<file path="src/rtl/mem_port_arbiter_pkg.sv">
// Shared types and constants for the instruction-fetch / load-store memory port arbiter.
// Optional watchdog is enabled with the MEM_ARB_TIMEOUT_EN macro.
package mem_port_arbiter_pkg;

    localparam int unsigned XLEN = 32;
    localparam int unsigned BE_W = 4;

    typedef enum logic [1:0] {
        IDLE    = 2'd0,
        BUSY_IF = 2'd1,
        BUSY_LS = 2'd2,
        RESP    = 2'd3
    } state_e;

    // RV32 load/store funct3 encodings
    localparam logic [2:0] F3_LB  = 3'b000;
    localparam logic [2:0] F3_LH  = 3'b001;
    localparam logic [2:0] F3_LW  = 3'b010;
    localparam logic [2:0] F3_LBU = 3'b100;
    localparam logic [2:0] F3_LHU = 3'b101;
    localparam logic [2:0] F3_SB  = 3'b000;
    localparam logic [2:0] F3_SH  = 3'b001;
    localparam logic [2:0] F3_SW  = 3'b010;

    typedef struct packed {
        logic            fetch;
        logic [2:0]      ls_type;
        logic [BE_W-1:0] be;
        logic [XLEN-1:0] addr;
        logic [XLEN-1:0] wdata;
    } mem_cmd_t;

endpackage

</file>
<file path="src/rtl/mem_lane_align.sv">
// Combinational lane steering: byte enables, store data replication,
// load extension and the misalign/illegal-type flag.
module mem_lane_align
    import mem_port_arbiter_pkg::*;
(
    input  logic            is_fetch_i,
    input  logic            we_i,
    input  logic [2:0]      type_i,
    input  logic [XLEN-1:0] addr_i,
    input  logic [XLEN-1:0] wdata_i,
    input  logic [XLEN-1:0] rdata_i,
    output logic [BE_W-1:0] be_o,
    output logic [XLEN-1:0] wdata_o,
    output logic [XLEN-1:0] rdata_o,
    output logic            misalign_o
);

    logic [1:0]  off;
    logic [7:0]  byte_sel;
    logic [15:0] half_sel;

    always_comb begin
        off        = addr_i[1:0];
        byte_sel   = 8'(rdata_i >> {off, 3'b000});
        half_sel   = 16'(rdata_i >> {off[1], 4'b0000});
        be_o       = 4'hF;
        wdata_o    = '0;
        rdata_o    = '0;
        misalign_o = 1'b0;
        if (is_fetch_i) begin
            rdata_o    = rdata_i;
            misalign_o = (off != 2'b00);
        end else if (we_i) begin
            case (type_i)
                F3_SB: begin
                    be_o    = 4'b0001 << off;
                    wdata_o = {4{wdata_i[7:0]}};
                end
                F3_SH: begin
                    be_o       = 4'b0011 << {off[1], 1'b0};
                    wdata_o    = {2{wdata_i[15:0]}};
                    misalign_o = off[0];
                end
                F3_SW: begin
                    wdata_o    = wdata_i;
                    misalign_o = (off != 2'b00);
                end
                default: misalign_o = 1'b1;
            endcase
        end else begin
            case (type_i)
                F3_LB:  rdata_o = {{24{byte_sel[7]}}, byte_sel};
                F3_LBU: rdata_o = {24'h0, byte_sel};
                F3_LH: begin
                    rdata_o    = {{16{half_sel[15]}}, half_sel};
                    misalign_o = off[0];
                end
                F3_LHU: begin
                    rdata_o    = {16'h0, half_sel};
                    misalign_o = off[0];
                end
                F3_LW: begin
                    rdata_o    = rdata_i;
                    misalign_o = (off != 2'b00);
                end
                default: misalign_o = 1'b1;
            endcase
        end
    end

endmodule

</file>
<file path="src/rtl/mem_port_arbiter.sv">
// Arbitrates instruction-fetch and load/store requests onto one memory port.
// Define MEM_ARB_TIMEOUT_EN to add a BUSY watchdog of TIMEOUT_CYCLES cycles.
module mem_port_arbiter
    import mem_port_arbiter_pkg::*;
#(
    parameter int unsigned TIMEOUT_CYCLES = 64
) (
    input  logic            clk,
    input  logic            rst,
    input  logic            if_req,
    input  logic [XLEN-1:0] if_addr,
    output logic [XLEN-1:0] if_rdata,
    output logic            if_valid,
    output logic            if_err,
    input  logic            ls_req,
    input  logic            ls_we,
    input  logic [2:0]      ls_type,
    input  logic [XLEN-1:0] ls_addr,
    input  logic [XLEN-1:0] ls_wdata,
    output logic [XLEN-1:0] ls_rdata,
    output logic            ls_valid,
    output logic            ls_err,
    output logic            mem_req,
    output logic            mem_we,
    output logic [XLEN-1:0] mem_addr,
    output logic [XLEN-1:0] mem_wdata,
    output logic [BE_W-1:0] mem_be,
    input  logic [XLEN-1:0] mem_rdata,
    input  logic            mem_ack,
    output logic            core_stall
);

    state_e          state_q, state_d;
    mem_cmd_t        cmd_q, cmd_d;
    logic            last_ls_q, last_ls_d;
    logic            mem_req_q, mem_req_d;
    logic            mem_we_q, mem_we_d;
    logic [XLEN-1:0] rdata_q, rdata_d;
    logic            if_valid_q, if_valid_d, ls_valid_q, ls_valid_d;
    logic            if_err_q, if_err_d, ls_err_q, ls_err_d;

    logic            idle_c, busy_c, grant_if_c, grant_ls_c;
    logic            al_fetch, al_we, al_misalign;
    logic [2:0]      al_type;
    logic [XLEN-1:0] al_addr, al_wdata, al_rdata;
    logic [BE_W-1:0] al_be;

    assign idle_c     = (state_q == IDLE);
    assign busy_c     = (state_q == BUSY_IF) || (state_q == BUSY_LS);
    // On a tie the port not granted last wins; pointer resets to IF so LS goes first
    assign grant_ls_c = idle_c & ls_req & (~if_req | ~last_ls_q);
    assign grant_if_c = idle_c & if_req & ~grant_ls_c;

    // In IDLE the aligner sees the incoming request, otherwise the held one
    assign al_fetch = idle_c ? grant_if_c : cmd_q.fetch;
    assign al_we    = idle_c & grant_ls_c & ls_we;
    assign al_type  = idle_c ? ls_type : cmd_q.ls_type;
    assign al_addr  = idle_c ? (grant_if_c ? if_addr : ls_addr) : cmd_q.addr;

    mem_lane_align u_align (
        .is_fetch_i (al_fetch),
        .we_i       (al_we),
        .type_i     (al_type),
        .addr_i     (al_addr),
        .wdata_i    (ls_wdata),
        .rdata_i    (mem_rdata),
        .be_o       (al_be),
        .wdata_o    (al_wdata),
        .rdata_o    (al_rdata),
        .misalign_o (al_misalign)
    );

`ifdef MEM_ARB_TIMEOUT_EN
    localparam int unsigned CNT_W = $clog2(TIMEOUT_CYCLES + 1);
    logic [CNT_W-1:0] wd_cnt_q;
    logic             timeout_c;

    always_ff @(posedge clk or posedge rst) begin
        if (rst)          wd_cnt_q <= '0;
        else if (!busy_c) wd_cnt_q <= '0;
        else              wd_cnt_q <= wd_cnt_q + CNT_W'(1);
    end

    assign timeout_c = busy_c && (wd_cnt_q == CNT_W'(TIMEOUT_CYCLES - 1));
`endif

    always_ff @(posedge clk or posedge rst) begin
        if (rst) begin
            state_q    <= IDLE;
            cmd_q      <= '0;
            last_ls_q  <= 1'b0;
            mem_req_q  <= 1'b0;
            mem_we_q   <= 1'b0;
            rdata_q    <= '0;
            if_valid_q <= 1'b0;
            ls_valid_q <= 1'b0;
            if_err_q   <= 1'b0;
            ls_err_q   <= 1'b0;
        end else begin
            state_q    <= state_d;
            cmd_q      <= cmd_d;
            last_ls_q  <= last_ls_d;
            mem_req_q  <= mem_req_d;
            mem_we_q   <= mem_we_d;
            rdata_q    <= rdata_d;
            if_valid_q <= if_valid_d;
            ls_valid_q <= ls_valid_d;
            if_err_q   <= if_err_d;
            ls_err_q   <= ls_err_d;
        end
    end

    // Responses are dropped when the owning request was withdrawn mid-transfer
    always_comb begin
        state_d    = state_q;
        cmd_d      = cmd_q;
        last_ls_d  = last_ls_q;
        mem_req_d  = mem_req_q;
        mem_we_d   = mem_we_q;
        rdata_d    = rdata_q;
        if_valid_d = 1'b0;
        ls_valid_d = 1'b0;
        if_err_d   = 1'b0;
        ls_err_d   = 1'b0;
        case (state_q)
            IDLE: begin
                if (grant_if_c || grant_ls_c) begin
                    last_ls_d = grant_ls_c;
                    if (al_misalign) begin
                        state_d    = RESP;
                        rdata_d    = '0;
                        if_valid_d = grant_if_c;
                        ls_valid_d = grant_ls_c;
                        if_err_d   = grant_if_c;
                        ls_err_d   = grant_ls_c;
                    end else begin
                        state_d       = grant_ls_c ? BUSY_LS : BUSY_IF;
                        mem_req_d     = 1'b1;
                        mem_we_d      = al_we;
                        cmd_d.fetch   = grant_if_c;
                        cmd_d.ls_type = ls_type;
                        cmd_d.be      = al_be;
                        cmd_d.addr    = al_addr;
                        cmd_d.wdata   = al_wdata;
                    end
                end
            end
            BUSY_IF, BUSY_LS: begin
                if (mem_ack) begin
                    state_d    = RESP;
                    mem_req_d  = 1'b0;
                    mem_we_d   = 1'b0;
                    rdata_d    = al_rdata;
                    if_valid_d = (state_q == BUSY_IF) && if_req;
                    ls_valid_d = (state_q == BUSY_LS) && ls_req;
                end
`ifdef MEM_ARB_TIMEOUT_EN
                else if (timeout_c) begin
                    state_d    = RESP;
                    mem_req_d  = 1'b0;
                    mem_we_d   = 1'b0;
                    rdata_d    = '0;
                    if_valid_d = (state_q == BUSY_IF) && if_req;
                    ls_valid_d = (state_q == BUSY_LS) && ls_req;
                    if_err_d   = if_valid_d;
                    ls_err_d   = ls_valid_d;
                end
`endif
            end
            RESP:    state_d = IDLE;
            default: state_d = IDLE;
        endcase
    end

    assign if_rdata   = rdata_q;
    assign ls_rdata   = rdata_q;
    assign if_valid   = if_valid_q;
    assign ls_valid   = ls_valid_q;
    assign if_err     = if_err_q;
    assign ls_err     = ls_err_q;
    assign mem_req    = mem_req_q;
    assign mem_we     = mem_we_q;
    assign mem_addr   = {cmd_q.addr[XLEN-1:2], 2'b00};
    assign mem_wdata  = cmd_q.wdata;
    assign mem_be     = cmd_q.be;
    assign core_stall = (if_req | ls_req) & ~(if_valid_q | ls_valid_q);

endmodule

</file>
<file path="config.mk">
export PLATFORM = sky130hd
export DESIGN_NAME = mem_port_arbiter
export DESIGN_NICKNAME = d
export VERILOG_FILES = /design/src/rtl/mem_port_arbiter_pkg.sv /design/src/rtl/mem_lane_align.sv /design/src/rtl/mem_port_arbiter.sv
export SDC_FILE = /design/constraint.sdc
export NUM_CORES = 1
export LEC_CHECK = 0
export CAP_MARGIN = 10
export CORE_UTILIZATION = 39
export DETAILED_ROUTE_END_ITERATION = 7
export PLACE_DENSITY_LB_ADDON = 0.15
export SLEW_MARGIN = 40
export SYNTH_ARGS = -nofsm -noshare
export SYNTH_HDL_FRONTEND = slang
export SYNTH_SLANG_ARGS = --single-unit
</file>
<file path="constraint.sdc">
create_clock -name clk -period 3.3 [get_ports clk]
set_clock_uncertainty 0.15 [all_clocks]
set_input_delay 0.33 -clock clk [delete_from_list [all_inputs] [get_ports clk]]
set_output_delay 0.33 -clock clk [all_outputs]
set_load 0.05 [all_outputs]
</file>
==> impl_metrics.tcl, run 1 <==
set metrics [dict create \
    status "finished, final reports clean" \
    via_per_inst 5.37 \
    drc 0 \
    cts_buffers 17 \
    p_total_mw 10.9 \
    min_path_type "input port to asynchronous set/reset pin" \
    rows 47 \
    vias 6100 \
    hold_violations 0 \
    stdcell_count 1135 \
    clock_sinks 113 \
    syn-instance-count 722 \
    final_nets 1045 \
    ant_nets 0 \
    pre_cts_ws_ns 0.0142 \
    p_leak_nw 4.01 \
    path_clk_slew_ns 0.05 \
    setup_viol 0 \
    core_um2 16500 \
    dpl_cell_area_um2 8970 \
    max_freq_ghz 0.321 \
    synth_cell_type_count 64 \
    rsz0062_at_grt "false" \
    stdcell_area_um2 9620 \
    postLayoutSetupSlackWorst_ns 0.183 \
    fillers 1418 \
    insertion_delay_ns 0.42 \
    area_growth_pct 46.6 \
    p_sw_mw 5.33 \
    synth-edff-count 0 \
    die_area_um2 17400 \
    cts-htree-levels 4 \
    gp_congestion 0.894 \
    numPortBuffers 273 \
    dp_hpwl_mm 14.7 \
    start_kind "flip-flop" \
    yosys_warnings 0 \
    drive_gt1_frac 0.0962 \
    ys_seq_area_frac 0.431 \
    tns_ns 0 \
    power_frac_comb 0.632 \
    diodes 0 \
    initial_core_util 0.397 \
    grt_pass1_wl_mm 31.9 \
    arrival_ns 3.27 \
    fin_util 0.582 \
    drv_slew 0 \
    wirelength_mm 20.1 \
    r2r_cells 10 \
    fin_crit_sh 0.945 \
    io-pin-count 276 \
    ir_worst_vdd_v 0.000659 \
    tightest_slew_ns 0.740 \
    p_int_mw 5.54 \
    ys_ff_latch 113 \
    root_buffer "clkbuf_16" \
    synth.area.top_cells "dfrtp_1 43%, buf_4 12%, nand2_1 7.8%" \
    worstPathRequired_ns 3.45 \
    cts_tree "built" \
    r2r_slack_ns 0.18 \
    fin_crit_ns 3.12 \
    path_max_fanout 11 \
    worstReg2RegStart "state_q[1]" \
    grt_pass1_vias 6005 \
    r2r_end "if_rdata[4]" \
    die_h_um 132 \
    syn-mean-instance-area_um2 9.09 \
    wl_per_cell_um 17.7 \
    synth_ff_type "dfrtp_1" \
    drtIter0Drc 374 \
    antenna_found_initial 0 \
    hold_ws_ns 0.104 \
    max_slew_margin 0.507 \
    first_pass_iters 6 \
    synth_commonest_cells "137 x nand2_1, 113 x dfrtp_1, 101 x buf_4, 51 x nor2_1" \
    globalRouteOverflowTotal 0 \
    p_per_area_nw_per_um2 1130 \
    worstSetupPathType "flip-flop to flip-flop" \
    seqPwrFrac 0.200 \
    netlist.area_leader.share 0.431 \
    fp.dieW_um 132 \
    syn-cell-area_um2 6560 \
    clockBufferDepth 2 \
    sw_frac_of_total 0.490 \
    ys_async_sr_fraction 1.00 \
    critPathCaptureType "flip-flop" \
    grt_max_degree 79 \
    yosysTopAreaCell "dfrtp_1" \
    numPlacedInstances 1102 \
    pwr-share-clk 0.168 \
    grt_usage 0.233 \
    drv_cap 0 \
    synth.most_common_cell "nand2_1" \
]
==> state kept, by name, summed over array words and instances (netlist names) <==
| signal | count |
|---|---|
| if_rdata | 32 |
| mem_wdata | 32 |
| mem_addr | 30 |
| cmd_q | 6 |
| mem_be | 4 |
| state_q | 2 |
| if_err | 1 |
| if_valid | 1 |
| last_ls_q | 1 |
| ls_err | 1 |
| ls_valid | 1 |
| mem_req | 1 |
| mem_we | 1 |
==> cell type report <==
class	count	area, um2	share of cell area
Sequential cell	113	2830	0.294
Tap cell	220	275	0.0286
Multi-Input combinational cell	461	2820	0.293
Timing Repair Buffer	305	3090	0.321
Inverter	5	22.5	0.00234
Clock inverter	11	139	0.0144
Clock buffer	20	447	0.0464
==> placed cells by master, fill, tap and decap left out, types with 3 or more instances in the layout <==
master           synthesis  routed
inv_1                    5       4
o22ai_1                  7       5
clkinvlp_4               0       3
o21ai_1                  5       5
nand2b_1                 4       4
nor3_1                   5       5
clkdlybuf4s50_1          0     273
a31oi_1                 30      30
a22oi_1                 20      20
mux2i_1                 10      10
bufinv_16                0       3
a221oi_1                 3       3
a221o_1                 23      23
buf_4                  101      23
clkbuf_16                0      18
buf_12                   0       8
dfrtp_1                113     113
ha_1                     5       4
nand3_1                 11      11
nor2_1                  51      50
a21oi_1                 30      30
a32oi_1                  5       5
nand3b_1                 3       3
o31ai_1                 24      24
mux2_2                   7       7
a22o_1                  12      12
nand2_1                137     137
o21ai_0                 21      21
clkinv_2                 0       5
a41oi_1                  3       3
==> timing repair <==
item / 4_1_cts / 5_1_grt
setup buffers: 0 / 1
setup endpoints to repair: 0 / 82
hold buffers: 0 / 0
resized for setup: 0 / 2
==> kinds of logic (layout without fill, tap and decap cells) <==
logic type / after synthesis / in the layout / share of synthesized area
AND/OR/NAND/NOR: 226 / 226 / 0.144
AO/OA/AOI/OAI: 210 / 210 / 0.236
buffers and inverters: 149 / 341 / 0.149
flip-flops: 113 / 113 / 0.431
multiplexers: 18 / 18 / 0.0296
adder cells (fa/ha/maj): 5 / 5 / 0.00953
other: 1 / 2 / 0.000571
==> how the worst max path moves through the flow <==
stage	depth (start not counted)	to	slack, ns	from
after detailed placement	7	if_rdata[20]	0.01	if_req
after floorplan	11	mem_addr[10]	0.46	state_q[0]
after global routing	11	if_rdata[4]	0.02	state_q[0]
final	10	if_rdata[4]	0.18	state_q[1]
after global placement	8	if_rdata[5]	0.07	if_req
after CTS	10	mem_be[0]	0.03	state_q[1]
==> power by group through the flow <==
stage	clock (mW)	combinational, mW	sequential (mW)
6_report	1.83	6.88	2.17
5_1_grt	1.93	7.34	2.23
4_1_cts	1.86	6.75	2.18
3_5_place_dp	0	6.72	2.19
3_3_place_gp	0	6.60	2.17
2_1_floorplan	0	4.66	2.60
==> metal layers <==
| metal | global-route usage | vias up | wire length [um] |
|---|---|---|---|
| li1 | - | 2868 | - |
| met1 | 0.299 | 2953 | 8690 |
| met2 | 0.374 | 249 | 9740 |
| met3 | 0.0637 | 30 | 1290 |
| met4 | 0.0911 | 0 | 408 |
| met5 | 0 | - | 0 |
==> worst max-delay path, stage by stage (launching register included) <==
cell	delay [ns]
dfrtp_1	0.40
inv_1	0.14
ha_2	0.30
mux2_4	0.38
a41o_1	0.28
a2111oi_4	0.42
and2_1	0.25
or4_4	0.19
buf_4	0.18
nor2_1	0.08
a221o_1	0.25
Power figures use the tool's default switching activity.
==> run 2: changes to the inputs <==
--- a/config.mk
+++ b/config.mk
@@ -6,9 +6,11 @@
 export NUM_CORES = 1
 export LEC_CHECK = 0
 export CAP_MARGIN = 10
+export CORE_ASPECT_RATIO = 1.75
 export CORE_UTILIZATION = 39
 export DETAILED_ROUTE_END_ITERATION = 7
 export PLACE_DENSITY_LB_ADDON = 0.15
+export RECOVER_POWER = 100
 export SLEW_MARGIN = 40
 export SYNTH_ARGS = -nofsm -noshare
 export SYNTH_HDL_FRONTEND = slang
==> run 2 against run 1 <==
The flow now finishes with violations (capacitance limit, slew limit). Sequential share of layout area is essentially flat. Clock power grew 8%. Final cell count grew 0.88%. Register-to-register slack gained 0.03 ns. Utilization grew 0.38 points. Critical path type unchanged. Critical endpoint is now if_rdata[20]. Largest cell class unchanged.
==> impl_metrics.tcl, run 2 (synthesis gave the netlist of run 1 again) <==
set metrics [dict create \
    worstPathRequired_ns 3.50 \
    die_h_um 174 \
    wl_met3_mm 1.56 \
    r2r_end "if_rdata[20]" \
    setup_viol 0 \
    first_pass_iters 8 \
    antenna_found_initial 0 \
    ir_worst_vdd_v 0.000496 \
    max_freq_ghz 0.323 \
    status "finished, violations left" \
    tightest_slew_ns 1.52 \
    max_slew_margin -0.0107 \
    numPlacedInstances 1112 \
    cts_hold_buf 0 \
    clock_sinks 113 \
    drtIter0Drc 304 \
    path_clk_slew_ns 0.06 \
    via_per_inst 5.31 \
    critPathCaptureType "flip-flop" \
    ant_nets 0 \
    min_path_type "flip-flop to flip-flop" \
    hold_violations 0 \
    gp_congestion 0.874 \
    stdcell_count 1145 \
    tns_ns 0 \
    power_frac_comb 0.619 \
    fin_crit_ns 3.09 \
    drv_slew 114 \
    dp_hpwl_mm 15.4 \
    r2r_cells 11 \
    wl_met2_mm 10.7 \
    drive_gt1_frac 0.0988 \
    area_growth_pct 46.8 \
    clockBufferDepth 2 \
    worstSetupPathType "flip-flop to flip-flop" \
    p_leak_nw 4.29 \
    cts_buffers 17 \
    holdPathStages 2 \
    fin_crit_sh 0.937 \
    cts_tree "built" \
    root_buffer "clkbuf_16" \
    seqPwrFrac 0.199 \
    fp.dieW_um 100 \
    io-pin-count 276 \
    die_area_um2 17400 \
    p_int_mw 5.55 \
    drv_cap 1 \
    stdcell_area_um2 9640 \
    diodes 0 \
    globalRouteOverflowTotal 0 \
    final_cell_mix "138 x dlygate4sd3_1, 137 x nand2_1, 135 x clkdlybuf4s50_1" \
    numPortBuffers 273 \
    arrival_ns 3.29 \
    pwr-share-clk 0.182 \
    wl_per_cell_um 17.4 \
    met1_length_mm 7.22 \
    cts-htree-levels 4 \
    rsz0062_at_grt "false" \
    r2r_slack_ns 0.21 \
    grt_pass1_wl_mm 32.2 \
    wirelength_mm 20.0 \
    grt_max_degree 114 \
    p_total_mw 10.9 \
    start_kind "flip-flop" \
    highest_layer "met4" \
    final_nets 1050 \
    grt_usage 0.237 \
    initial_core_util 0.399 \
    rows 62 \
    final_common_cell "dlygate4sd3_1" \
    p_sw_mw 5.31 \
    core_um2 16400 \
    sw_frac_of_total 0.489 \
    crit_start "state_q[0]" \
    p_per_area_nw_per_um2 1130 \
    failed_checks "capacitance limit, slew limit" \
    dpl_cell_area_um2 9000 \
    min_to "mem_wdata[4]" \
    path_max_fanout 23 \
    grt_pass1_vias 6195 \
    worstReg2RegStart "state_q[0]" \
    vias 6085 \
    insertion_delay_ns 0.41 \
    min_from "mem_wdata[4]" \
    drc 0 \
]
## run 2: cell count changes in the layout (fill, tap and decap cells not counted), moves of 2 or more
cell             change
o22ai_2              -2
clkbuf_8             +3
clkdlybuf4s50_1    -138
clkbuf_4             +2
buf_4                +4
buf_12               -3
dlygate4sd3_1      +138
## run 2: cell type report
class	count	area [um2]
clock buffer	22	484
clock inverter	10	155
fill	1469	6810
inverter	5	22.5
multi-input combinational	461	2800
sequential	113	2830
tap	224	280
timing repair buffer	310	3070
## run 2: worst max path at each step
stage	end	slack, ns
2_1_floorplan	mem_addr[10]	0.46
3_3_place_gp	mem_addr[24]	0.14
3_5_place_dp	mem_addr[5]	0.07
4_1_cts	mem_addr[5]	0.08
5_1_grt	if_rdata[0]	0.02
6_report	if_rdata[20]	0.21
## run 2: power by group through the flow
stage          registers, mW  clock network (mW)  logic, mW
4_1_cts                 2.19                2.00       6.90
6_report                2.16                1.98       6.72
5_1_grt                 2.22                2.08       7.20
3_3_place_gp            2.18                   0       6.77
2_1_floorplan           2.60                   0       4.66
3_5_place_dp            2.20                   0       6.88
## run 2: metal layers
metal	vias up	GRT usage
met5	-	0
met4	0	0.0990
met3	36	0.0645
met2	272	0.427
met1	2896	0.258
li1	2881	-
## run 2: per-stage QoR
stage          hold WS (ns)  setup WS (ns)   util
2_1_floorplan         0.285          0.461      -
3_3_place_gp          0.306          0.140  0.547
4_1_cts               0.310         0.0828  0.586
3_5_place_dp          0.310         0.0683  0.547
6_report              0.312          0.209  0.586
5_1_grt               0.318         0.0242  0.586
## run 2: critical path, cell delays in order (launching register included)
cell     delay [ns]
dfrtp_1        0.40
inv_1          0.17
ha_4           0.21
buf_4          0.27
nand2_1        0.18
o22ai_4        0.23
nor2_2         0.09
o211a_1        0.27
or4_4          0.59
a21oi_2        0.18
buf_12         0.16
a221o_1        0.12
## run 2: timing repair
action	4_1_cts	5_1_grt
hold endpoints to repair	0	0
resized for setup	0	3
endpoints found under the setup margin	0	70
buffers inserted	0	1
==> run 3: changes to the inputs <==
--- a/config.mk
+++ b/config.mk
@@ -9,7 +9,7 @@
 export CORE_ASPECT_RATIO = 1.75
 export CORE_UTILIZATION = 39
 export DETAILED_ROUTE_END_ITERATION = 7
-export PLACE_DENSITY_LB_ADDON = 0.15
+export PLACE_DENSITY = 0.77
 export RECOVER_POWER = 100
 export SLEW_MARGIN = 40
 export SYNTH_ARGS = -nofsm -noshare
==> run 3 against run 2 <==
The run now ends clean. Worst hold slack got worse by 0.0026 ns. Flip-flop and latch count unchanged. Maximum frequency decreased by 1.3%. Wire length increased by 0.32%. Sequential power about the same. Global-route usage decreased by 0.31 points. Clock power decreased by 9%. Sequential share of layout area increased by 0.28 points. Highest routed layer unchanged.
==> impl_metrics.tcl, run 3 (synthesis gave the netlist of run 1 again) <==
set metrics [dict create \
    status "finished, final reports clean" \
    holdPathStages 2 \
    final_nets 1047 \
    ant_nets 0 \
    wirelength_mm 20.0 \
    cts-htree-levels 4 \
    crit_chain "inv_1 > ha_2 > buf_4 > mux2i_1 > o21ai_1 > a2111oi_2 > and2_1 > or4_4 > a21oi_4 > a221o_1" \
    dp_hpwl_mm 15.2 \
    worst_path_max_delay_cell "or4_4" \
    core_um2 16400 \
    clockBufferDepth 2 \
    globalRouteOverflowTotal 0 \
    hold_violations 0 \
    r2r_slack_ns 0.17 \
    worstReg2RegStart "state_q[0]" \
    min_to "mem_wdata[2]" \
    diodes 0 \
    cts_buffers 17 \
    stdcell_count 1142 \
    stdcell_area_um2 9550 \
    root_buffer "clkbuf_16" \
    r2r_cells 10 \
    path_clk_slew_ns 0.05 \
    crit_buf_inv 2 \
    worstPathRequired_ns 3.49 \
    min_path_type "flip-flop to flip-flop" \
    tightest_slew_ns 1.37 \
    io-pin-count 276 \
    wl_per_cell_um 17.5 \
    critPathCaptureType "flip-flop" \
    final_common_cell "dlygate4sd3_1" \
    max_freq_ghz 0.319 \
    final_cell_mix "138 x dlygate4sd3_1, 136 x nand2_1, 135 x clkdlybuf4s50_1" \
    arrival_ns 3.32 \
    pre_cts_ws_ns 0.112 \
    numPortBuffers 273 \
    fin_crit_ns 3.13 \
    p_total_mw 10.6 \
    hold_ws_ns 0.309 \
    initial_core_util 0.399 \
    worstSetupPathType "flip-flop to flip-flop" \
    path_max_fanout 16 \
    ir_worst_vdd_v 0.000556 \
    min_from "mem_wdata[2]" \
    insertion_delay_ns 0.40 \
    cts_setup_buffers 0 \
    area_growth_pct 45.5 \
    fillers 1439 \
    drtIter0Drc 349 \
    p_per_area_nw_per_um2 1110 \
    cts_tree "built" \
    fp.dieW_um 100 \
    first_pass_iters 4 \
    start_kind "flip-flop" \
    slowest_delay_ns 0.58 \
    drc 0 \
    via_per_inst 5.29 \
    tns_ns 0 \
    grt_pass1_vias 5963 \
    drv_slew 0 \
    numPlacedInstances 1110 \
    vias 6039 \
    antenna_found_initial 0 \
    cts_resized 0 \
    die_area_um2 17400 \
    critPathTopFamily "compound AO/OA/AOI/OAI gates" \
    gp_congestion 0.965 \
    r2r_end "if_rdata[30]" \
    drive_gt1_frac 0.0959 \
    die_h_um 174 \
    grt_usage 0.234 \
    fin_util 0.580 \
    grt_pass1_wl_mm 31.4 \
    cts_hold_buf 0 \
    fin_crit_sh 0.949 \
    postLayoutSetupSlackWorst_ns 0.168 \
    rows 62 \
    dpl_cell_area_um2 8990 \
    max_slew_margin 0.0845 \
    p_leak_nw 4.26 \
    grt_max_degree 67 \
    setup_viol 0 \
    drv_cap 0 \
    clock_sinks 113 \
]
run 3: worst reg2reg max path, delay by kind of cell (launching register included):
family | cells | cell delay, ns
compound gates | 4 | 1.01
fa+ha+maj | 1 | 0.27
buf+inv | 2 | 0.33
flops | 1 | 0.40
mux | 1 | 0.12
simple gates | 2 | 0.80
run 3: worst max path at each step:
| stage | startpoint | endpoint | slack [ns] | depth (start not counted) |
|---|---|---|---|---|
| 3_3_place_gp | if_req | if_rdata[27] | 0.18 | 8 |
| 3_5_place_dp | if_req | if_rdata[30] | 0.11 | 8 |
| 2_1_floorplan | state_q[0] | mem_addr[10] | 0.46 | 11 |
| 6_report | state_q[0] | if_rdata[30] | 0.17 | 10 |
| 4_1_cts | state_q[0] | if_rdata[30] | 0.12 | 10 |
| 5_1_grt | state_q[0] | mem_be[1] | -0.04 | 11 |
run 3: power by group:
part           total [mW]  internal (mW)  switching, mW
registers            2.14           1.86          0.275
logic                6.61           2.26           4.35
clock network        1.80           1.16          0.640
run 3: layout make-up:
type                       instances  area (um2)  area share
clock inverter                    10         109      0.0114
clock buffer                      22         474      0.0497
timing repair buffer             307        3030       0.318
sequential                       113        2830       0.296
tap                              224         280      0.0294
inverter                           5        20.0     0.00210
multi-input combinational        461        2800       0.293
run 3: per-layer routing:
| metal | share of wire | GRT usage | routed length [um] |
|---|---|---|---|
| met2 | 0.53 | 0.414 | 10600 |
| met1 | 0.36 | 0.250 | 7280 |
| met5 | 0 | 0 | 0 |
| met4 | 0.045 | 0.130 | 910 |
| met3 | 0.062 | 0.0597 | 1230 |
